<file path="src/rtl/burst_pkg.sv">
// rtl/burst_pkg.sv - shared register map, bit positions and FSM states for burst_reg_bank
package burst_pkg;

    localparam logic [1:0] LENGTH_OFF    = 2'd0;
    localparam logic [1:0] MAX_BURST_OFF = 2'd1;
    localparam logic [1:0] CTRL_OFF      = 2'd2;
    localparam logic [1:0] STATUS_OFF    = 2'd3;

    localparam int CTRL_START_BIT  = 0;
    localparam int CTRL_DIR_BIT    = 1;
    localparam int CTRL_IRQ_EN_BIT = 2;

    localparam int STATUS_BUSY_BIT = 0;
    localparam int STATUS_DONE_BIT = 1;
    localparam int STATUS_ERR_BIT  = 2;

    typedef enum logic [1:0] {
        IDLE  = 2'd0,
        START = 2'd1,
        BUSY  = 2'd2,
        DONE  = 2'd3
    } brb_state_t;

endpackage

</file>
<file path="src/rtl/brb_buffer.sv">
// rtl/brb_buffer.sv - DEPTH x DATA_W single-port buffer RAM with registered read
module brb_buffer #(
    parameter int DATA_W = 8,
    parameter int DEPTH  = 256,
    localparam int IDX_W = $clog2(DEPTH)
) (
    input  logic              clk,
    input  logic              i_en,
    input  logic              i_we,
    input  logic [IDX_W-1:0]  i_addr,
    input  logic [DATA_W-1:0] i_wdata,
    output logic [DATA_W-1:0] o_rdata
);

    logic [DATA_W-1:0] r_mem [DEPTH];
    logic [DATA_W-1:0] r_rdata;

    // Contents are deliberately not reset so the array maps onto block RAM.
    always_ff @(posedge clk) begin
        if (i_en) begin
            if (i_we) begin
                r_mem[i_addr] <= i_wdata;
            end else begin
                r_rdata <= r_mem[i_addr];
            end
        end
    end

    assign o_rdata = r_rdata;

endmodule

</file>
<file path="src/rtl/burst_reg_bank.sv">
// rtl/burst_reg_bank.sv - register bank and data buffer between the APB register controller
// and the data burst controller, with start/busy/done transfer sequencing and sticky status
module burst_reg_bank #(
    parameter int DATA_W = 8,
    parameter int DEPTH  = 256,
    parameter int ADDR_W = $clog2(DEPTH) + 1
) (
    input  logic              clk,
    input  logic              rst,
    input  logic              rc_rb_req,
    input  logic              rc_rb_rw,
    input  logic [ADDR_W-1:0] rc_rb_addr,
    input  logic [DATA_W-1:0] rc_rb_wdata,
    output logic              rb_rc_ack,
    output logic [DATA_W-1:0] rb_rc_rdata,
    input  logic              db_rb_req,
    input  logic              db_rb_we,
    input  logic [ADDR_W-2:0] db_rb_addr,
    input  logic [DATA_W-1:0] db_rb_wdata,
    output logic              rb_db_ack,
    output logic [DATA_W-1:0] rb_db_rdata,
    input  logic              db_rb_done,
    output logic              rb_db_start,
    output logic              rb_db_rw,
    output logic [DATA_W-1:0] rb_db_length,
    output logic [DATA_W-1:0] rb_db_max_burst_size,
    output logic              irq,
    output logic              idle
);

    import burst_pkg::*;

    localparam int IDX_W = ADDR_W - 1;

    brb_state_t        r_state;
    logic              r_start;
    logic              r_idle;
    logic [DATA_W-1:0] r_length;
    logic [DATA_W-1:0] r_max_burst;
    logic              r_dir;
    logic              r_irq_en;
    logic              r_done;
    logic              r_err;
    logic              r_rc_ack;
    logic              r_rc_buf;
    logic [DATA_W-1:0] r_rc_rdata;
    logic              r_db_ack;
    logic              r_db_buf;

    logic              w_busy;
    logic              w_is_buf;
    logic              w_is_reg;
    logic [1:0]        w_off;
    logic              w_rc_wr;
    logic              w_rc_rd;
    logic              w_wr_len;
    logic              w_wr_mb;
    logic              w_wr_ctrl;
    logic              w_wr_status;
    logic              w_start_req;
    logic              w_len_zero;
    logic              w_done_set;
    logic              w_done_clr;
    logic              w_err_set;
    logic              w_err_clr;
    logic [DATA_W-1:0] w_reg_rdata;
    logic              w_buf_en;
    logic              w_buf_we;
    logic [IDX_W-1:0]  w_buf_addr;
    logic [DATA_W-1:0] w_buf_wdata;
    logic [DATA_W-1:0] w_buf_q;

    assign w_busy      = (r_state != IDLE);
    assign w_is_buf    = ~rc_rb_addr[ADDR_W-1];
    assign w_is_reg    = rc_rb_addr[ADDR_W-1] & ({1'b0, rc_rb_addr[ADDR_W-2:0]} < ADDR_W'(4));
    assign w_off       = rc_rb_addr[1:0];
    assign w_rc_wr     = rc_rb_req & rc_rb_rw;
    assign w_rc_rd     = rc_rb_req & ~rc_rb_rw;
    assign w_wr_len    = w_rc_wr & w_is_reg & (w_off == LENGTH_OFF);
    assign w_wr_mb     = w_rc_wr & w_is_reg & (w_off == MAX_BURST_OFF);
    assign w_wr_ctrl   = w_rc_wr & w_is_reg & (w_off == CTRL_OFF);
    assign w_wr_status = w_rc_wr & w_is_reg & (w_off == STATUS_OFF);
    assign w_len_zero  = (r_length == '0);
    assign w_start_req = w_wr_ctrl & rc_rb_wdata[CTRL_START_BIT] & ~w_busy;

    // A CTRL write while busy only counts as an error if it tries to start or flip dir;
    // irq_en stays writable at any time.
    assign w_err_set = w_busy & ((rc_rb_req & w_is_buf) | w_wr_len | w_wr_mb |
                       (w_wr_ctrl & (rc_rb_wdata[CTRL_START_BIT] |
                                     (rc_rb_wdata[CTRL_DIR_BIT] != r_dir))));
    assign w_err_clr  = w_wr_status & rc_rb_wdata[STATUS_ERR_BIT];
    assign w_done_set = (r_state == DONE) | (w_start_req & w_len_zero);
    assign w_done_clr = w_wr_status & rc_rb_wdata[STATUS_DONE_BIT];

    always_comb begin
        w_reg_rdata = '0;
        if (w_is_reg) begin
            case (w_off)
                LENGTH_OFF:    w_reg_rdata = r_length;
                MAX_BURST_OFF: w_reg_rdata = r_max_burst;
                CTRL_OFF: begin
                    w_reg_rdata[CTRL_DIR_BIT]    = r_dir;
                    w_reg_rdata[CTRL_IRQ_EN_BIT] = r_irq_en;
                end
                default: begin
                    w_reg_rdata[STATUS_BUSY_BIT] = w_busy;
                    w_reg_rdata[STATUS_DONE_BIT] = r_done;
                    w_reg_rdata[STATUS_ERR_BIT]  = r_err;
                end
            endcase
        end
    end

    // The single RAM port belongs to DB whenever a transfer is in flight, else to RC.
    assign w_buf_en    = w_busy ? db_rb_req   : (rc_rb_req & w_is_buf);
    assign w_buf_we    = w_busy ? db_rb_we    : rc_rb_rw;
    assign w_buf_addr  = w_busy ? db_rb_addr  : rc_rb_addr[ADDR_W-2:0];
    assign w_buf_wdata = w_busy ? db_rb_wdata : rc_rb_wdata;

    brb_buffer #(
        .DATA_W (DATA_W),
        .DEPTH  (DEPTH)
    ) u_buffer (
        .clk     (clk),
        .i_en    (w_buf_en),
        .i_we    (w_buf_we),
        .i_addr  (w_buf_addr),
        .i_wdata (w_buf_wdata),
        .o_rdata (w_buf_q)
    );

    always_ff @(posedge clk or posedge rst) begin
        if (rst) begin
            r_state <= IDLE;
            r_start <= 1'b0;
            r_idle  <= 1'b0;
        end else begin
            r_start <= 1'b0;
            r_idle  <= ~rc_rb_req & ~db_rb_req & ((r_state == IDLE) | (r_state == DONE));
            case (r_state)
                IDLE: begin
                    if (w_start_req && !w_len_zero) begin
                        r_state <= START;
                        r_start <= 1'b1;
                    end
                end
                START: r_state <= BUSY;
                BUSY: begin
                    if (db_rb_done) begin
                        r_state <= DONE;
                    end
                end
                default: r_state <= IDLE;
            endcase
        end
    end

    always_ff @(posedge clk or posedge rst) begin
        if (rst) begin
            r_length    <= '0;
            r_max_burst <= '0;
            r_dir       <= 1'b0;
            r_irq_en    <= 1'b0;
            r_done      <= 1'b0;
            r_err       <= 1'b0;
        end else begin
            if (w_wr_len && !w_busy) begin
                r_length <= rc_rb_wdata;
            end
            if (w_wr_mb && !w_busy) begin
                r_max_burst <= rc_rb_wdata;
            end
            if (w_wr_ctrl) begin
                r_irq_en <= rc_rb_wdata[CTRL_IRQ_EN_BIT];
                if (!w_busy) begin
                    r_dir <= rc_rb_wdata[CTRL_DIR_BIT];
                end
            end
            // Sets win over a simultaneous write-1-to-clear.
            r_done <= w_done_set | (r_done & ~w_done_clr);
            r_err  <= w_err_set  | (r_err  & ~w_err_clr);
        end
    end

    always_ff @(posedge clk or posedge rst) begin
        if (rst) begin
            r_rc_ack   <= 1'b0;
            r_rc_buf   <= 1'b0;
            r_rc_rdata <= '0;
            r_db_ack   <= 1'b0;
            r_db_buf   <= 1'b0;
        end else begin
            r_rc_ack   <= rc_rb_req;
            r_rc_buf   <= w_rc_rd & w_is_buf & ~w_busy;
            r_rc_rdata <= w_rc_rd ? w_reg_rdata : '0;
            r_db_ack   <= db_rb_req;
            r_db_buf   <= db_rb_req & ~db_rb_we & w_busy;
        end
    end

    assign rb_rc_ack            = r_rc_ack;
    assign rb_rc_rdata          = r_rc_buf ? w_buf_q : r_rc_rdata;
    assign rb_db_ack            = r_db_ack;
    assign rb_db_rdata          = r_db_buf ? w_buf_q : '0;
    assign rb_db_start          = r_start;
    assign rb_db_rw             = r_dir;
    assign rb_db_length         = r_length;
    assign rb_db_max_burst_size = r_max_burst;
    assign irq                  = r_done & r_irq_en;
    assign idle                 = r_idle;

endmodule

</file>
<file path="config.mk">
export PLATFORM = sky130hd
export DESIGN_NAME = burst_reg_bank
export DESIGN_NICKNAME = d
export VERILOG_FILES = /design/src/rtl/burst_pkg.sv /design/src/rtl/brb_buffer.sv /design/src/rtl/burst_reg_bank.sv
export SDC_FILE = /design/constraint.sdc
export NUM_CORES = 2
export LEC_CHECK = 0
export CAP_MARGIN = 25
export CORE_UTILIZATION = 55
export CTS_CLUSTER_DIAMETER = 150
export DETAILED_ROUTE_END_ITERATION = 8
export PLACE_DENSITY = 0.71
export SYNTH_ARGS = -nofsm -noshare
export SYNTH_HDL_FRONTEND = slang
export SYNTH_SLANG_ARGS = --single-unit
</file>
<file path="constraint.sdc">
create_clock -name clk -period 31 [get_ports clk]
set_input_delay 7.75 -clock clk [delete_from_list [all_inputs] [get_ports clk]]
set_output_delay 7.75 -clock clk [all_outputs]
set_load 0.1 [all_outputs]
</file>
==> After elaboration in Yosys (flattened, before gate mapping) <==
Memory sizes are Yosys's and may differ from the RTL's. A register that Yosys moved wholly into a read port is not among the register bits.
Index checks and enable logic that the tools add are counted.
{ "totals": {"elab_cells": 98, "mem_count": 1, "ramBits": 2048, "reg_bits": 36, "output_inout_bits": 38, "inputBits": 40} }
{ "memory_table": {"columns": ["memory", "words", "width", "read_ports", "rd_ports_with_merged_regs", "write_ports", "line_no", "rtl"], "rows": [
  ["u_buffer.r_mem", 256, 8, 1, 1, 1, "brb_buffer.sv:15", "logic [DATA_W-1:0] r_mem [DEPTH];"]
]} }
{ "op_classes": {"mux": 19, "n_eq_ne": 9, "reduce_logical": 12, "bitwise_logic": 42, "magnitude_cmp": 1} }
{ "op_table": {"columns": ["cell", "n"], "rows": [
  ["8-bit two-way mux", 6],
  ["1-bit bitwise AND", 25],
  ["2-bit one-hot mux with 3 select lines", 2],
  ["5-bit one-hot mux with 2 select lines", 1],
  ["1-bit inverter", 9],
  ["2-bit equality test, second input constant", 4],
  ["8-bit zero test", 1],
  ["8-bit by 3-bit less-than comparator with 1-bit output, second input constant", 1],
  ["1-bit bitwise OR", 8],
  ["1-bit two-way mux", 7],
  ["2-bit AND reduction", 3],
  ["2-bit by 1-bit equality test with 1-bit output, second input constant", 2],
  ["2-bit zero test", 2],
  ["2-bit two-way mux", 2],
  ["1-bit logical AND", 3],
  ["1-bit one-hot mux with 3 select lines", 1],
  ["1-bit zero test", 2],
  ["2-bit by 1-bit != test with 1-bit output, second input constant", 1],
  ["2-bit != test, second input constant", 1],
  ["2-bit nonzero test", 1],
  ["1-bit != test", 1]
]} }

==> Depth between registers and ports, before layout <==
{ "depth": {"word_depth": 9, "depth_mapped": 16, "ltp_nobuf": 9} }

==> Modules after synthesis <==
Synthesis repeated with hierarchy kept, for this count alone.
{ "hier_totals": {"cells_unflattened": 3686, "hier_area_um2": 80353.3} }
{ "modules_own_cells": {"columns": ["mod", "seq_area_each_um2", "area_each_um2", "cells_each", "instances"], "rows": [
  ["brb_buffer", 61739.2, 78376.4, 3526, 1],
  ["burst_reg_bank", 900.9, 1976.9, 160, 1]
]} }

==> Worst setup path after synthesis <==
Ideal clock, no wire load.
{ "synth_timing": {"path_type": "input to register", "start": "in db_rb_wdata[0]", "end": "mem u_buffer.r_mem[0][0] (data pin)", "path_slack_ns": 11.135, "arrival_time_ns": 17.678, "setup_time_ns": 2.187, "path_buffers": 0, "required_time_ns": 28.813, "cell_stages": 2, "cell_sequence": "inv_1 > o21ai_0"} }
{ "synth_between": {"elab_chain_cells": 1} }
{ "synth_lines": {"columns": ["element", "line_no", "rtl"], "rows": [
  ["from (decl)", "burst_reg_bank.sv:19", "input logic [DATA_W-1:0] db_rb_wdata,"],
  ["8-bit two-way mux", "burst_reg_bank.sv:118", "assign w_buf_wdata = w_busy ? db_rb_wdata : rc_rb_wdata;"],
  ["via u_buffer.i_wdata[0]", "brb_buffer.sv:11", "input logic [DATA_W-1:0] i_wdata,"],
  ["to (decl)", "brb_buffer.sv:15", null]
]} }
The timed path passes the listed nets, and every way through them passes these cells.

==> Final worst setup path <==
{ "layout_timing": {"start": "in rc_rb_addr[0]", "end": "reg u_buffer.r_rdata[7], in the netlist u_buffer.o_rdata[7] (read register of u_buffer.r_mem) (data pin)"} }
{ "layout_between": {"elab_chain_cells": 1} }
{ "layout_lines": {"columns": ["element", "line_no", "rtl"], "rows": [
  ["from (decl)", "burst_reg_bank.sv:12", "input logic [ADDR_W-1:0] rc_rb_addr,"],
  ["8-bit two-way mux", "burst_reg_bank.sv:117", "assign w_buf_addr = w_busy ? db_rb_addr : rc_rb_addr[ADDR_W-2:0];"],
  ["to (decl)", "brb_buffer.sv:16", "logic [DATA_W-1:0] r_rdata;"]
]} }
Every way passes these cells.
A chain may end at the register's enable or synchronous reset.

==> flow_summary.yaml <==
critical_path:
  worstPathMaxFanout: 66
  start_kind: "primary input"
  rr_worst_depth: 14
  crit_type: "in2reg"
  arrival_ns: 14.01
  cp.required_ns: 31.52
  cp-end-kind: "flop"
clocking:
  numCtsBuffers: 202
  clock_latency_ns: 0.82
  clk_pin_slew_ns: 0.06
  hold_buffers: 0
  clockBufferDepth: 3
  cts_root_buf: "clkbuf_16"
  cts_tree: "done"
  htreeDepth: 4
  cts_setup_buffers: 0
  cts_resized: 0
  clkSinkCount: 2092
drt:
  drtIter0Drc: 5366
  final_antenna_net_count: 0
  drc: 0
  wire_per_inst_um: 30.15
  routed_wl_um: 196700
  dr_total_vias: 42570
  drtPass1Iterations: 6
  viasPerCell: 6.525
grt:
  grt-ovfl-total: 0
  grt_usage: 0.2625
  grt_max_degree: 184
  grt_pass1_vias: 41720
  grt_pass1_wl_um: 286700
  antenna_found_initial: 9
final_layout:
  fill_cells: 9947
  syn2layout_area_growth_pct: 11.09
  layout.nets: 4479
  final_cells: 6525
  post_route_cells_drive_above_1_share: 0.1654
  multiInputGateArea_um2: 17610
  register_area_um2: 62640
timing:
  fin_crit_ns: 13.49
  maxSlewViolCount: 0
  skew_ns: 0.02424
  fin_setup_tns_ns: 0
  grt_setup_unrepaired: "false"
  relSlewSlack: 0.1915
  hold_viol: 0
  tightest_slew_ns: 1.213
  max_freq_ghz: 0.07414
  setup_violations: 0
  period_share: 0.4351
synth:
  synth_xor_xnor_area_share: 0.0001076
  synth-seq-cells: 2092
  ys.flop_type: "edfxtp_1"
  async_flop_share: 0.01721
  synth_largest_area_cell: "edfxtp_1"
  syn_area_um2: 81400
  synthTopCellsByArea: "edfxtp_1, mux4_2, nand2_1"
  yosys_warnings: 0
  syn_nets: 4367
  synth-adder-area-share: 0.0004611
  synth_mux_area_frac: 0.1196
  synth_top_family_by_area: "multiplexers"
  synth_edf_count: 2056
  syn_inst: 4324
  synth_compound_area_frac: 0.03614
  yosysUniqueCellTypes: 51
  syn-mean-instance-area_um2: 18.83
  netlist.area_leader.share: 0.7585
  ys_seq_area_frac: 0.7695
  yosys.area_share.simple: 0.05700
outcome:
  run_status: "finished clean"
placed_design:
  gp_congestion: 0.8843
  io_buffers: 77
  dp_hpwl_um: 115800
  dpl.cell_count: 6140
floorplanning:
  fp.dieArea_um2: 149500
  start_util: 0.5565
  die_x_um: 386.7
  rows: 140
  die_h_um: 386.7
  core_area_um2: 146300
  io_pins: 78
run:
  max-cap-violations: 0
hold_path:
  hold_path.class: "reg2reg"
  holdPathStages: 2
power:
  peakVddDrop_mv: 0.07361
  p_leak_nw: 28.50
  p_per_area_nw_per_um2: 82.42
  power_mw: 7.453
-- through the flow --
step	setup slack (ns)	utilization	cell area [um2]	hold WS (ns)
global placement	16.72	0.5747	84060	0.4687
floorplan	11.13	-	81400	0.4430
finish	17.51	0.6182	90420	0.5114
CTS	17.51	0.6173	90290	0.5037
detailed placement	16.70	0.5748	84080	0.4728
global route	17.09	0.6182	90420	0.5075
-- sequential cells by signal, indices dropped and copies added, names as in the netlist, 2 cells and up --
name,flops
rb_db_length,8
rb_db_max_burst_size,8
u_buffer.r_mem,2048
r_state,2
r_rc_rdata,8
u_buffer.o_rdata,8
-- cells in the final DEF, fill, tap and decap left out, types with 9 or more instances in the layout --
master,count
a311oi_1,32
dfrtp_1,36
a22oi_1,185
and4_1,16
mux2i_1,134
bufinv_16,12
a221oi_1,64
nand2_1,451
clkinv_1,56
mux4_2,354
nand4_1,58
clkdlybuf4s50_1,77
and3_1,18
clkbuf_1,57
mux2_2,26
edfxtp_1,2056
buf_4,77
mux2_8,9
o21ai_1,9
a31oi_1,24
and2_1,11
nor2_1,273
clkinv_2,31
clkbuf_16,204
inv_1,11
nand3_1,199
o41ai_1,16
-- power breakdown --
part | total [mW] | switching, mW | leakage (nW) | internal [mW]
Combinational | 1.68 | 1.16 | 6.51 | 0.524
Sequential | 3.43 | 0.0173 | 19.0 | 3.42
Clock | 2.33 | 1.02 | 3.03 | 1.31
Total | 7.45 | 2.20 | 28.5 | 5.25
-- final cells by class --
type	count	share of cell area
diodes	2	0.00005535
repair buffers	162	0.01674
multi-input cells	1966	0.1948
flip-flops and latches	2092	0.6927
clock buffers	262	0.05897
inverters	12	0.0004981
clock inverters	112	0.009672
well taps	1917	0.02653
-- per-layer routing --
metal | up-vias | track usage | share of wire
li1 | 17780 | - | -
met1 | 22030 | 0.3802 | 0.39
met2 | 2402 | 0.4008 | 0.47
met3 | 363 | 0.05089 | 0.10
met4 | 4 | 0.09699 | 0.035
met5 | - | 0 | 0.00014
-- path summary, 6_finish.rpt --
kind,start,end,slack [ns]
max in group asynchronous,rst,r_rc_buf,23.33
setup / recovery,rc_rb_addr[0],u_buffer.o_rdata[7],17.51
hold / removal,r_err,r_err,0.51
min in group asynchronous,rst,r_state[0],7.36
setup reg to reg,r_state[0],u_buffer.o_rdata[7],24.03
hold reg to reg,r_err,r_err,0.51
-- worst max-delay path, stage by stage --
cell             delay, ns
clkdlybuf4s50_1       0.82
mux2i_4               0.47
buf_4                 0.76
buf_4                 0.83
buf_4                 0.88
buf_4                 0.64
mux4_2                0.57
a22oi_1               0.32
and4_1                0.34
nand4_1               0.22
nand2_1               0.16
o2111ai_1             0.11
-- cells in the mapped netlist (5+ instances only) --
| master | instances |
|---|---|
| buf_1 | 14 |
| clkbuf_1 | 98 |
| or3b_2 | 6 |
| o41ai_1 | 16 |
| a311oi_1 | 32 |
| nand3b_1 | 6 |
| and3_1 | 18 |
| nor2_1 | 273 |
| and2_1 | 11 |
| dfrtp_1 | 36 |
| o2111ai_1 | 8 |
| a221oi_1 | 64 |
| mux2_2 | 35 |
| o21ai_0 | 7 |
| nand3_1 | 199 |
| edfxtp_1 | 2056 |
| buf_2 | 88 |
| a22oi_1 | 193 |
| nand2_1 | 452 |
| o21ai_1 | 8 |
| buf_6 | 22 |
| a31oi_1 | 24 |
| buf_4 | 32 |
| and4_1 | 16 |
| mux2i_1 | 137 |
| o31a_1 | 8 |
| mux4_2 | 354 |
| nand4_1 | 58 |
| a21o_1 | 5 |
| inv_1 | 11 |
-- kinds of logic (layout without fill, tap and decap cells) --
family,Yosys count,after routing
flip-flops,2092,2092
AND/OR/NAND/NOR,1060,1060
multiplexers,526,526
AO/OA/AOI/OAI,376,376
buffers and inverters,266,548
adder cells (fa/ha/maj),3,3
XOR/XNOR,1,1
other,0,2
No activity file was read; power rests on OpenSTA's default activity.
